## src/rtl/oam_dma_controller.sv

```systemverilog
// OAM DMA controller: on a CPU write to the DMA trigger register, stalls the
// CPU and copies one 256-byte page from the system bus into the PPU OAM data
// port. Each byte takes a read cycle and then a write cycle. Reads always fall
// on get (even) CPU cycles.
module oam_dma_controller #(
    parameter logic [15:0] OAMDATA_ADDR = 16'h2004,
    parameter logic [15:0] DMA_REG_ADDR = 16'h4014
) (
    input  logic        clkMaster,
    input  logic        rst,
    input  logic        cpu_ce,
    input  logic        cpu_put,
    input  logic        cpu_rw,
    input  logic [15:0] cpu_addr,
    input  logic [7:0]  cpu_wdata,
    input  logic [7:0]  bus_rdata,
    output logic        cpu_rdy,
    output logic        dma_active,
    output logic [15:0] bus_addr,
    output logic        bus_wr,
    output logic [7:0]  bus_wdata,
    output logic [2:0]  state_dbg
);

    typedef enum logic [2:0] {
        IDLE  = 3'd0,
        HALT  = 3'd1,
        ALIGN = 3'd2,
        READ  = 3'd3,
        WRITE = 3'd4
    } state_t;

    state_t     state;
    logic [7:0] page;
    logic [7:0] offset;
    logic [7:0] data;

    // Handshake with the CPU: cpu_rdy low means the CPU must hold its current
    // cycle. The DMA owns the bus (dma_active) only in READ and WRITE. Every
    // register below advances only on cpu_ce, once per CPU cycle.

    // Transfer sequencer: trigger detect, halt until a read cycle, get/put
    // alignment, then 256 read/write pairs that stay inside the latched page.
    always_ff @(posedge clkMaster or negedge rst) begin
        if (!rst) begin
            state  <= IDLE;
            page   <= 8'h00;
            offset <= 8'h00;
            data   <= 8'h00;
        end else if (cpu_ce) begin
            case (state)
                IDLE: begin
                    if (!cpu_rw && cpu_addr == DMA_REG_ADDR) begin
                        page   <= cpu_wdata;
                        offset <= 8'h00;
                        state  <= HALT;
                    end
                end
                HALT: begin
                    // The CPU cannot be stalled on a write cycle, so wait for a read.
                    if (cpu_rw) begin
                        state <= cpu_put ? READ : ALIGN;
                    end
                end
                ALIGN: begin
                    state <= READ;
                end
                READ: begin
                    data  <= bus_rdata;
                    state <= WRITE;
                end
                WRITE: begin
                    if (offset == 8'hFF) begin
                        state <= IDLE;
                    end else begin
                        // Offset wraps within 8 bits; page never increments.
                        offset <= offset + 8'h01;
                        state  <= READ;
                    end
                end
                default: begin
                    state <= IDLE;
                end
            endcase
        end
    end

    // Bus and CPU outputs decoded from registered state only, so no input
    // reaches an output without passing through a flop.
    always_comb begin
        cpu_rdy    = 1'b1;
        dma_active = 1'b0;
        bus_addr   = 16'h0000;
        bus_wr     = 1'b0;
        bus_wdata  = 8'h00;
        case (state)
            IDLE: begin
                cpu_rdy = 1'b1;
            end
            HALT, ALIGN: begin
                cpu_rdy = 1'b0;
            end
            READ: begin
                cpu_rdy    = 1'b0;
                dma_active = 1'b1;
                bus_addr   = {page, offset};
            end
            WRITE: begin
                cpu_rdy    = 1'b0;
                dma_active = 1'b1;
                bus_addr   = OAMDATA_ADDR;
                bus_wr     = 1'b1;
                bus_wdata  = data;
            end
            default: begin
                cpu_rdy = 1'b1;
            end
        endcase
    end

    assign state_dbg = state;

endmodule
```

## config.mk

```make
export PLATFORM = sky130hd
export DESIGN_NAME = oam_dma_controller
export DESIGN_NICKNAME = d
export VERILOG_FILES = /design/src/rtl/oam_dma_controller.sv
export SDC_FILE = /design/constraint.sdc
export NUM_CORES = 1
export LEC_CHECK = 0
export BUFFER_PORTS_ARGS = -buffer_cell sky130_fd_sc_hd__clkbuf_2
export CORE_MARGIN = 2
export CORE_UTILIZATION = 51
export CTS_CLUSTER_SIZE = 8
export DETAILED_ROUTE_END_ITERATION = 10
export GPL_ROUTABILITY_DRIVEN = 0
export PLACE_DENSITY = 0.81
export SETUP_SLACK_MARGIN = 0.5
export SLEW_MARGIN = 20
export SYNTH_ARGS = -nofsm -noshare
export SYNTH_HDL_FRONTEND = slang
export SYNTH_SLANG_ARGS = --single-unit
```

## constraint.sdc

```tcl
create_clock -name clkMaster -period 4.91 [get_ports clkMaster]
set_input_delay 0.491 -clock clkMaster [delete_from_list [all_inputs] [get_ports clkMaster]]
set_output_delay 0.491 -clock clkMaster [all_outputs]
set_load 0.03 [all_outputs]
```

# Word-level counts from Yosys, hierarchy flattened
# Index checks and enable logic that the tools add are counted.
dict set report classes {
  add_sub_neg 1
  n_reduce_logical 10
  eq_ne 9
  n_mux 13
}
# op n
set ops {}
lappend ops {{$pmux W16 S2} 1}
lappend ops {{$mux W8} 3}
lappend ops {{$eq A16 B15 Y1 const B} 1}
lappend ops {{$pmux W8 S2} 1}
lappend ops {{$pmux W3 S5} 1}
lappend ops {{$add A8 B1 Y8 const B} 1}
lappend ops {{$eq A8 B8 Y1 const B} 1}
lappend ops {{$eq A3 B2 Y1 const B} 2}
lappend ops {{$mux W3} 2}
lappend ops {{$ne A2 B2 Y1 const B} 3}
lappend ops {{$reduce_and A3 Y1} 2}
lappend ops {{$mux W1} 4}
lappend ops {{$reduce_and A4 Y1} 1}
lappend ops {{$reduce_or A4 Y1} 1}
lappend ops {{$eq A3 B1 Y1 const B} 1}
lappend ops {{$eq A3 B3 Y1 const B} 1}
lappend ops {{$logic_not A3 Y1} 1}
lappend ops {{$mux W2} 1}
lappend ops {{$reduce_and A2 Y1} 1}
lappend ops {{$reduce_bool A2 Y1} 1}
lappend ops {{$reduce_or A2 Y1} 1}
lappend ops {{$logic_and A1 B1 Y1} 1}
lappend ops {{$logic_not A1 Y1} 1}
dict set report totals {
  input_bits 37
  register_bits 27
  output_inout_bits 30
}

# Logic depth before layout (Yosys ltp)
dict set report logic_depth {
  word_depth 4
  depth_mapped 7
  depth_no_buf 6
}

# Least setup slack after synthesis
# Ideal clock, no wire load.
dict set report synth_timing {
  path_type {flip-flop to output port}
  from {register state[0] (netlist: state_dbg[0])}
  to {output bus_wdata[0]}
  t_arrival_ns 1.660
  stages_incl_launch_ff 7
  path_slack_ns 2.759
  path_cell_list {dfrtp_1 > buf_6 > nor2_4 > nand2_1 > inv_1 > buf_2 > and2_1}
}
dict set report synth_between {
  elab_chain_cells 2
}
# element line
set synth_lines {}
lappend synth_lines {{start, declared} 33} ;# state_t state;
lappend synth_lines {{start signal, assigned} 62} ;# state <= cpu_put ? READ : ALIGN;
lappend synth_lines {{$eq A3 B3 Y1} 96} ;# case (state)
lappend synth_lines {{$mux W8} 96}
lappend synth_lines {{end, declared} 21} ;# output logic [7:0] bus_wdata,
# No other way between the ends.

# Worst setup path after layout
dict set report layout_timing {
  from {register state[0] (netlist: state_dbg[0])}
  to {output bus_wdata[5]}
}
# Same word-level chain as after synthesis.

==> key figures <==
Status
  • Status: finished, final reports clean

Die
  • Die height: 59.0 um
  • FP Rows: 19
  • Starting Density: 55.0%
  • Core area: 2810 um2
  • Die width: 59.0 um
  • Io pins: 67
  • Die footprint: 3480 um2

Timing
  • Final-report hold violation count: 0
  • Max-slew violations: 0
  • RSZ-0062 raised after global routing: false
  • Crit path time final: 2.48 ns
  • Layout Skew: 0.0173 ns
  • Worst Tran Pin Value: 0.700 ns
  • # setup viols final: 0
  • Slew margin rel.: 53.2%
  • Fmax: 403 MHz
  • Tcrit/Tclk final: 50.5%
  • Setup tns final: 0 ns

Drt
  • DR pass1 iterations: 4
  • Vias per cell: 5.61
  • Final WL: 3.38 mm
  • ANT nets after route: 0
  • Initial DRC Count: 45
  • # DRC: 0
  • Routed vias: 1374
  • Routed length per instance: 13.8 um

Final layout
  • Non-filler cells, final: 245
  • # diodes: 0
  • Layout cells sized above 1: 43.5%
  • Synth-to-Final Area Change: 22.8%
  • Total Nets Final: 253

GRT
  • Met3 Track Usage GR: 2.62%
  • Remaining Overflow, GRT: 0
  • Initial antenna violation count: 0
  • Largest net degree at the start of global routing: 28
  • GRT Max-Usage Layer: met2
  • First-pass GRT wire length: 5.52 mm
  • Grt met2 use: 35.4%
  • Vias in the first global route: 1207
  • Met1 Usage GRT: 27.4%
  • GRT Total Usage: 20.6%

Critical path
  • Element type at the critical path end: output pin
  • Worst Path Arrival: 1.99 ns
  • Critical path class: reg2out
  • Critical Path RT: 4.42 ns
  • Crit start category: register
  • Worst-path fanout max: 13

Logic synthesis
  • Syn_nets: 189
  • Most frequent cell after synthesis: dfrtp_1
  • Fraction of synthesized cell area in xor and xnor cells: 0.567%
  • Largest family of logic cells by synthesized area: simple AND/OR/NAND/NOR gates
  • Ys async rst share: 100%
  • Post-Synth Adder-Cell Area: 0.810%
  • Yosys reg bits: 27
  • Post-Synth Simple-Gate Area: 26.3%
  • Post-synthesis mux area share: 12.2%
  • Synth top area share: 43.8%
  • Synthesized area: 1540 um2
  • Yosys cell types: 44
  • Cell count after synthesis: 151
  • Main area contributors after synthesis: dfrtp_1 44%, mux2_2 10%, and2_1 8.9%, nand2_1 4.1%, o21ai_0 2.3%
  • Ys flop type: dfrtp_1
  • EDFF count, synth: 0
  • Syn. warnings: 0
  • Top cell type by total area after synthesis: dfrtp_1
  • Syn_area_per_cell: 10.2 um2
  • Register area share after synthesis: 43.8%
  • Most frequent cells after synthesis: 27 x dfrtp_1, 22 x and2_1, 17 x nand2_1, 14 x mux2_2, 7 x o21ai_0
  • Post-synthesis compound-gate area fraction: 12.2%

Placement
  • Post-Place Cells: 241
  • Detailed Place HPWL: 2.62 mm
  • IO Port Bufs: 66

CTS
  • Clock buffer depth: 2
  • Worst-path clk slew: 0.15 ns
  • CTS Sinks: 27
  • Cts hold-fix bufs: 0
  • H-tree depth: 1
  • Setup Buffers After CTS: 0
  • Clk Latency, worst-skew pair: 0.33 ns
  • CTS tree: built
  • Inserted Clock Buffers: 3
  • # resized after CTS: 0
  • CTS root buf: clkbuf_4

Power and ir drop
  • Peak supply drop: 0.225 mV
  • Lkg Pwr: 0.983 nW
  • PD cells: 457 nW/um2

Run
  • Maxcap violations: 0

Worst hold path
  • Type of the worst min-delay path: in2async
==> where the power goes <==
group	internal, W	total (W)	switching [W]
Clock	0.0000306	0.0000958	0.0000652
Combinational	0.000150	0.000396	0.000247
Sequential	0.000291	0.000375	0.0000838
Total	0.000471	0.000867	0.000396
==> cell families (layout without fill, tap and decap cells) <==
group	count (synthesis)	count (layout)
xor+xnor	1	1
compound gates	28	28
flops	27	27
fa+ha+maj	1	1
mux	16	16
simple gates	66	66
buf+inv	12	75
==> critical path, cell delays in order, from the launching register on <==
cell      delay [ns]
dfrtp_1         0.52
nor2_4          0.19
nand2_1         0.21
inv_1           0.34
and2_1          0.19
clkbuf_2        0.20
==> path summary, 6_finish.rpt <==
kind                                           from                   to  slack [ns]  cells after the start
setup / recovery           state_dbg[0]$_DFFE_PN0P_         bus_wdata[5]        2.43                      5
hold / removal                                  rst  page[6]$_DFFE_PN0P_        0.15                      1
setup reg to reg           state_dbg[0]$_DFFE_PN0P_  page[7]$_DFFE_PN0P_        2.96                      4
hold reg to reg                 data[6]$_DFFE_PN0P_  data[6]$_DFFE_PN0P_        0.51                      1
max in group asynchronous                       rst  data[3]$_DFFE_PN0P_        4.32                      1
min in group clkMaster                 cpu_wdata[6]  page[6]$_DFFE_PN0P_        0.37                      2
==> flip-flops by register name, summed over array words and instances, names as in the netlist <==
| register | count |
|---|---|
| page | 8 |
| state_dbg | 3 |
| offset | 8 |
| data | 8 |
==> final cells by class <==
type / count / area, um2
Timing Repair Buffer: 66 / 330
Sequential cell: 27 / 676
Tap cell: 31 / 38.8
Fill cell: 225 / 910
Clock buffer: 3 / 22.5
Inverter: 5 / 18.8
Multi-Input combinational cell: 112 / 805
Clock inverter: 1 / 5.00
==> metal layers <==
layer	vias up	share of wire, %
met2	54	51
met4	0	1.1
li1	661	-
met3	5	6.4
met5	-	0
met1	654	42
==> placed cells by master, fill, tap and decap left out, types with 2 or more instances in the layout <==
| cell type | n |
|---|---|
| nor3b_1 | 2 |
| o21ai_0 | 7 |
| o31a_1 | 2 |
| nand2_1 | 17 |
| and2_1 | 22 |
| mux2_2 | 14 |
| a21oi_1 | 5 |
| dfrtp_1 | 27 |
| mux2_4 | 2 |
| nand3_1 | 5 |
| nor2_1 | 4 |
| nand4_1 | 2 |
| o22ai_1 | 4 |
| clkbuf_4 | 3 |
| clkbuf_2 | 66 |
| inv_1 | 4 |
| o211ai_1 | 2 |
==> metrics by stage <==
step | worst slack (ns) | power (W) | hold WS [ns] | util [%] | cell area [um2]
CTS | 2.44 | 0.000874 | 0.177 | 67.6 | 1900
detailed placement | 2.74 | 0.000778 | 0.485 | 66.6 | 1870
global placement | 2.78 | 0.000756 | 0.480 | 66.6 | 1870
finish | 2.43 | 0.000867 | 0.149 | 67.6 | 1900
floorplan | 2.76 | 0.000665 | 0.195 | - | 1540
global route | 2.25 | 0.000929 | 0.216 | 67.6 | 1900
(Power assumes the default switching activity.)
